===== config.mk =====
export PLATFORM = sky130hd
export DESIGN_NAME = hilo_unit
export DESIGN_NICKNAME = d
export VERILOG_FILES = /design/src/rtl/hilo_unit_pkg.sv /design/src/rtl/hilo_unit_div_iter.sv /design/src/rtl/hilo_unit.sv
export SDC_FILE = /design/constraint.sdc
export NUM_CORES = 1
export LEC_CHECK = 0
export ABC_AREA = 1
export BUFFER_PORTS_ARGS = -buffer_cell sky130_fd_sc_hd__buf_2
export CAP_MARGIN = 20
export CORE_ASPECT_RATIO = 0.5
export CORE_MARGIN = 2
export CORE_UTILIZATION = 25
export DETAILED_ROUTE_END_ITERATION = 10
export GPL_ROUTABILITY_DRIVEN = 0
export PLACE_DENSITY = 0.5
export SETUP_SLACK_MARGIN = 0.4
export SLEW_MARGIN = 20
export SYNTH_ARGS = -nofsm -noshare
export SYNTH_HDL_FRONTEND = slang
export SYNTH_SLANG_ARGS = --single-unit

===== constraint.sdc =====
create_clock -name clk -period 14.21 [get_ports clk]
set_input_delay 1.421 -clock clk [delete_from_list [all_inputs] [get_ports clk]]
set_output_delay 1.421 -clock clk [all_outputs]
set_load 0.02 [all_outputs]

===== src/rtl/hilo_unit_pkg.sv =====
// Shared definitions for the HI/LO unit: FSM state encoding, default width
// and the sizing rule for the divide iteration counter.
package hilo_unit_pkg;

    localparam int unsigned HILO_LENGTH = 32;

    typedef enum logic [1:0] {
        IDLE   = 2'd0,
        DIV    = 2'd1,
        FINISH = 2'd2
    } state_t;

    function automatic int unsigned iter_width(input int unsigned len);
        return (len > 1) ? $clog2(len) : 1;
    endfunction

endpackage


===== src/rtl/hilo_unit_div_iter.sv =====
// One restoring shift-subtract step of an unsigned LENGTH-bit divide.
// The dividend is shifted out of quo_in MSB-first while quotient bits shift in.
module div_iter
    import hilo_unit_pkg::*;
#(
    parameter int unsigned LENGTH = HILO_LENGTH
) (
    input  logic [LENGTH-1:0] rem_in,
    input  logic [LENGTH-1:0] quo_in,
    input  logic [LENGTH-1:0] divisor,
    output logic [LENGTH-1:0] rem_out,
    output logic [LENGTH-1:0] quo_out
);

    logic [LENGTH:0] shifted;
    logic            ge;

    always_comb begin
        shifted = {rem_in, quo_in[LENGTH-1]};
        ge      = (shifted >= {1'b0, divisor});
        // The partial remainder is always below the divisor, so the
        // subtraction fits in LENGTH bits whenever ge is set.
        rem_out = ge ? (shifted[LENGTH-1:0] - divisor) : shifted[LENGTH-1:0];
        quo_out = {quo_in[LENGTH-2:0], ge};
    end

endmodule


===== src/rtl/hilo_unit.sv =====
// HI/LO register pair with an iterative restoring divider.
// Define HILO_SIGNED_DIV_EN to honour div_sign (signed divide); otherwise all divides are unsigned.
module hilo_unit
    import hilo_unit_pkg::*;
#(
    parameter int unsigned LENGTH = HILO_LENGTH
) (
    input  logic              clk,
    input  logic              rst,
    input  logic              W_HILO,
    input  logic [LENGTH-1:0] Write_LO,
    input  logic [LENGTH-1:0] Write_HI,
    input  logic              div_start,
    input  logic              div_sign,
    input  logic [LENGTH-1:0] div_a,
    input  logic [LENGTH-1:0] div_b,
    output logic [LENGTH-1:0] LO,
    output logic [LENGTH-1:0] HI,
    output logic              busy,
    output logic              div_done
);

    localparam int unsigned         ITER_W    = iter_width(LENGTH);
    localparam logic [ITER_W-1:0]   LAST_ITER = ITER_W'(LENGTH - 1);

    state_t              state;
    logic [ITER_W-1:0]   iter;
    logic [LENGTH-1:0]   rem, quo, divisor;
    logic [LENGTH-1:0]   rem_next, quo_next;
    logic                neg_q, neg_r;
    logic                signed_op;
    logic                a_neg, b_neg;
    logic [LENGTH-1:0]   a_mag, b_mag;
    logic [LENGTH-1:0]   q_final, r_final;

`ifdef HILO_SIGNED_DIV_EN
    assign signed_op = div_sign;
`else
    logic unused_div_sign;
    assign unused_div_sign = div_sign;
    assign signed_op       = 1'b0;
`endif

    always_comb begin
        a_neg   = signed_op & div_a[LENGTH-1];
        b_neg   = signed_op & div_b[LENGTH-1];
        a_mag   = a_neg ? (-div_a) : div_a;
        b_mag   = b_neg ? (-div_b) : div_b;
        q_final = neg_q ? (-quo) : quo;
        r_final = neg_r ? (-rem) : rem;
    end

    div_iter #(.LENGTH(LENGTH)) u_div_iter (
        .rem_in  (rem),
        .quo_in  (quo),
        .divisor (divisor),
        .rem_out (rem_next),
        .quo_out (quo_next)
    );

    always_ff @(posedge clk or posedge rst) begin
        if (rst) begin
            state    <= IDLE;
            iter     <= '0;
            HI       <= '0;
            LO       <= '0;
            busy     <= 1'b0;
            div_done <= 1'b0;
            rem      <= '0;
            quo      <= '0;
            divisor  <= '0;
            neg_q    <= 1'b0;
            neg_r    <= 1'b0;
        end else begin
            div_done <= 1'b0;
            case (state)
                IDLE: begin
                    if (W_HILO) begin
                        HI <= Write_HI;
                        LO <= Write_LO;
                    end
                    // A simultaneous divide is the later operation, so its
                    // divide-by-zero result wins over the W_HILO write.
                    if (div_start) begin
                        if (div_b == '0) begin
                            LO       <= '1;
                            HI       <= div_a;
                            div_done <= 1'b1;
                        end else begin
                            rem     <= '0;
                            quo     <= a_mag;
                            divisor <= b_mag;
                            neg_q   <= a_neg ^ b_neg;
                            neg_r   <= a_neg;
                            iter    <= '0;
                            state   <= DIV;
                            busy    <= 1'b1;
                        end
                    end
                end
                DIV: begin
                    if (W_HILO) begin
                        HI    <= Write_HI;
                        LO    <= Write_LO;
                        iter  <= '0;
                        state <= IDLE;
                        busy  <= 1'b0;
                    end else begin
                        rem <= rem_next;
                        quo <= quo_next;
                        if (iter == LAST_ITER) begin
                            iter  <= '0;
                            state <= FINISH;
                        end else begin
                            iter <= iter + ITER_W'(1);
                        end
                    end
                end
                FINISH: begin
                    if (W_HILO) begin
                        HI <= Write_HI;
                        LO <= Write_LO;
                    end else begin
                        LO       <= q_final;
                        HI       <= r_final;
                        div_done <= 1'b1;
                    end
                    state <= IDLE;
                    busy  <= 1'b0;
                end
                default: begin
                    iter  <= '0;
                    state <= IDLE;
                    busy  <= 1'b0;
                end
            endcase
        end
    end

endmodule

# Word-level counts from Yosys, hierarchy flattened
# Cells that the tools add are included.
# totals
reg_bits	169
elab_cells	68
output_inout_bits	66
inputBits	133
# op_classes
n_reduce_logical	9
mux	37
add_sub_neg	2
n_eq_ne	8
bitwise	2
n_lt_le_gt_ge	1
# ops
op	count
2-to-1 mux 32 bit	15
one-hot mux 32 bit (3 select lines)	2
one-hot mux 32 bit (2 select lines)	2
greater-or-equal comparator 33 x 32 -> 1 bit	1
logical NOT 32 bit	1
subtractor 32 bit	1
2-to-1 mux 5 bit	4
one-hot mux 5 bit (3 select lines)	1
AND reduction 3 bit	4
2-to-1 mux 2 bit	4
!= test 2 bit (second input constant)	4
2-to-1 mux 1 bit	6
adder 5 x 1 -> 5 bit (second input constant)	1
== test 5 bit (second input constant)	1
one-hot mux 1 bit (2 select lines)	2
one-hot mux 2 bit (2 select lines)	1
AND reduction 4 bit	1
!= test 3 bit (second input constant)	1
nonzero test 3 bit	1
== test 2 x 1 -> 1 bit (second input constant)	1
== test 2 bit (second input constant)	1
logical NOT 2 bit	1
NOT 1 bit	2
nonzero test 2 bit	1

# Longest topological paths before layout
# logic_depth
depth_word	4
mapped_depth	16
ltp_nobuf	16

# Cells and area by module
# Synthesis repeated with hierarchy kept, for this count alone.
# hier_totals
cells_unflattened	2113
hier_area_um2	13292.7
# modules_own_cells
module	instances	area_per_inst_um2	seq_area_each_um2	cells_each
hilo_unit	1	9892.0	4229.1	1434
div_iter	1	3400.8	0.0	679

# Least setup slack after synthesis
# No wires, ideal clock.
# synth_path
path_type	in2reg
start	input div_b[22]
end	register HI[27]
cell_stages	12
required_time_ns	14.086
arrival_time_ns	2.522
setup_ns	0.124
slack_ns	11.564
path_buffers	2
cell_sequence	nor2_1 > nand2_1 > nor2_1 > nand2_1 > nor2_2 > buf_6 > nand2_4 > buf_2 > a21oi_1 > o21ai_0 > o211ai_1 > nand2_1
# synth_between
elab_chain_cells	4
# synth_rtl
item	line_no	text
from (decl)	hilo_unit.sv:16	input logic [LENGTH-1:0] div_b,
logical NOT 32 bit	hilo_unit.sv:85	if (div_b == '0) begin
2-to-1 mux 32 bit	hilo_unit.sv:85	
2-to-1 mux 32 bit	hilo_unit.sv:84	if (div_start) begin
one-hot mux 32 bit (3 select lines)	hilo_unit.sv:76	case (state)
to (signal assigned)	hilo_unit.sv:79	HI <= Write_HI;
to (signal assigned)	hilo_unit.sv:87	HI <= div_a;
to (signal assigned)	hilo_unit.sv:103	HI <= Write_HI;
to (decl)	hilo_unit.sv:18	output logic [LENGTH-1:0] HI,
# Every way passes these cells.
# A chain may end at the register's enable or synchronous reset.

# Final worst setup path
# layout_path
start	input W_HILO
end	register LO[0]
# layout_between
elab_chain_cells	4
word_cells_on_any_way	5
classes_between	mux: 5
# layout_rtl
item	line_no	text
from (decl)	hilo_unit.sv:10	input logic W_HILO,
2-to-1 mux 32 bit	n/a	
2-to-1 mux 32 bit	hilo_unit.sv:85	
2-to-1 mux 32 bit	hilo_unit.sv:84	
one-hot mux 32 bit (3 select lines) *	hilo_unit.sv:76	
to (signal assigned)	hilo_unit.sv:80	LO <= Write_LO;
to (signal assigned)	hilo_unit.sv:104	LO <= Write_LO;
to (signal assigned)	hilo_unit.sv:122	LO <= Write_LO;
to (decl)	hilo_unit.sv:17	output logic [LENGTH-1:0] LO,
# Mark *: on every way between the ends. The rest lies on a longest branch, timed or not.

==> metrics.csv <==
metric,value,unit
cts_tree,done,
power.density,196,mW/mm²
synthToLayoutAreaGrowth,16.2,%
criticalPathCategory,in2reg,
r2r_start,state[1],
hold_slack,499,ps
syn-num-nets,2049,
dp_cells,2651,
worst-slew-pin-transition,1010,ps
crit_end,LO[0],
yosys_register_bits,169,
cts.clk_slew.worst_paths,80,ps
grt_pass1_wl,69200,µm
start_util,25.2,%
vias,12600,
synth_top_family_by_area,simple AND/OR/NAND/NOR gates,
synthFlopType,dfrtp_1,
r2r_slack,10660,ps
critPathMaxFanout,82,
fmax,239,MHz
cts.path.max_buffers,2,
crit_path_end_kind,flop,
critPathArrivalTime,4490,ps
stdcell_count,2688,
core-area,0.0499,mm²
cts_hold_buf,0,
dr.pass1.iters,5,
drc,0,
clock_sinks,169,
finalSetupViolations,0,
async_reset_ff_share,100,%
hpwl,32500,µm
dp_slack,9540,ps
grt_use_total,17.2,%
tns,0,ps
syn_area,0.0126,mm²
via_per_inst,4.69,
finalHoldViolations,0,
crit_start,W_HILO,
worstSkewPairLatency,460,ps
ff2ff_path_depth,10,
ctsResizeCount,0,
die_y,163,µm
postRouteAntennaNets,0,
rsz0062_at_grt,no,
synth_xor_xnor_area_share,1.04,%
start_kind,input pin,
yosysWarningCount,0,
regArea,0.00423,mm²
status,"finished, final reports clean",
antenna_found_initial,10,
p_leak,7.70,nW
placed_area,0.0140,mm²
fin_skew,15.4,ps
multi_input_area,0.00697,mm²
die_x,321,µm
yosysSeqAreaShare,33.6,%
drive_gt1_share,17.1,%
cts.htree.levels,4,
io_pins,199,
max-slew-margin-rel,32.6,%
timing.final.ws_setup,10020,ps
fin_nets,2182,
cts_root_buf,clkbuf_16,
period_minus_slack,4190,ps
routed_wl,44900,µm
grt_pass1_vias,11800,
port_buffers,197,
syn-mean-instance-area,6.70,µm²
critPathRequiredTime,14520,ps
dieArea,0.0522,mm²
routedWlPerCell,16.7,µm
syn_inst,1877,
synth_fa_ha_area_share,3.94,%
ys_types,50,
fp-row-count,58,
synth_compound_area_share,15.8,%
ir_worst_vdd,0.118,mV
cts_buffers,17,
slew_violations,0,
fillerInstances,5528,
fin_crit_sh,29.5,%
synthSimpleGateAreaFrac,34.4,%
synth_edf_count,0,
r2r-end,quo[24],
grt.overflow.total,0,
synthMuxAreaShare,0.0895,%
post-cts-setup-buffer-count,0,
grt_max_degree,83,
hold_path.class,reg2reg,
stdcell_area,0.0146,mm²
cap_violations,0,
drt_iter0_markers,1165,
## metal layers
layer	share of wire [%]	vias up	track usage, %
met5	0.10	-	0
met4	2.8	8	6.97
met3	3.5	68	2.50
met2	48	272	28.1
met1	46	5931	22.8
li1	-	6317	-
## cells in the mapped netlist, types with 5 or more instances
cell type / count / area, µm²
inv_2: 5 / 18.8
a22oi_1: 14 / 105
xnor2_1: 13 / 114
buf_2: 17 / 85.1
or2_2: 12 / 75.1
nor2_1: 83 / 312
buf_4: 11 / 82.6
dfrtp_1: 169 / 4230
o21ai_1: 17 / 85.1
nor2_2: 7 / 43.8
o221ai_1: 21 / 184
o21a_1: 24 / 180
nand3_1: 148 / 741
nand3b_1: 23 / 173
nand2_4: 5 / 56.3
inv_1: 229 / 860
a221oi_1: 8 / 70.1
nand2_1: 627 / 2350
buf_1: 5 / 18.8
nor3_1: 7 / 35.0
a211oi_1: 14 / 105
nand3_2: 9 / 90.1
a21oi_1: 97 / 485
clkbuf_1: 59 / 221
nand2_2: 45 / 282
ha_1: 38 / 475
o21ai_0: 114 / 571
o211ai_1: 15 / 113
## cell usage in the layout (no fill, tap or decap), types with 24 or more instances in the layout
cell     instances
o21ai_0        114
o21a_1          24
buf_2          197
nor2_1          82
inv_1          227
a21oi_1         97
ha_1            36
nand2_2         46
nand3_1        148
nand2_1        626
dfrtp_1        169
## worst min path at each step
stage,cells past startpoint,startpoint,to,slack [ps]
floorplan,2,iter[4],iter[4],460
global route,2,iter[4],iter[4],510
finish,2,iter[4],iter[4],500
CTS,2,iter[4],iter[4],500
global placement,2,iter[4],iter[4],480
detailed placement,2,iter[4],iter[4],480
## stage by stage
| stage | utilization (%) | total power, mW |
|---|---|---|
| global route | 29.3 | 3.12 |
| floorplan | - | 1.94 |
| global placement | 28.1 | 2.37 |
| detailed placement | 28.1 | 2.39 |
| CTS | 29.2 | 2.88 |
| finish | 29.3 | 2.86 |
## power breakdown
group | internal [mW] | switching, mW
clock network | 0.256 | 0.229
registers | 0.682 | 0.144
logic | 0.519 | 1.03
total | 1.46 | 1.40
## kinds of logic (layout without fill, tap and decap cells)
family	count (synthesis)	after routing
buf+inv	335	481
mux	1	1
simple gates	982	982
xor+xnor	15	15
compound gates	336	336
other cells	0	5
flops	169	169
fa+ha+maj	39	39
## critical path, stage by stage
cell	delay, ps
buf_2	70
buf_4	560
inv_2	40
buf_4	370
nand2_1	740
clkinv_1	550
a31oi_1	340
o21ai_0	120
a21oi_1	150
a22oi_1	70
## cell type report
class / count / area share, %
antenna: 5 / 0.0856
clock buffer: 19 / 3.10
clock inverter: 13 / 0.907
inverter: 237 / 6.12
multi-input combinational: 1373 / 47.7
sequential: 169 / 28.9
tap: 660 / 5.65
timing repair buffer: 212 / 7.52
## flip-flops by register name, indices dropped and copies added, names as in the netlist, 2 cells and up
register and flops:
LO 32, quo 32, divisor 32, state 2, iter 5, HI 32
rem 32
Power figures use the tool's default switching activity.
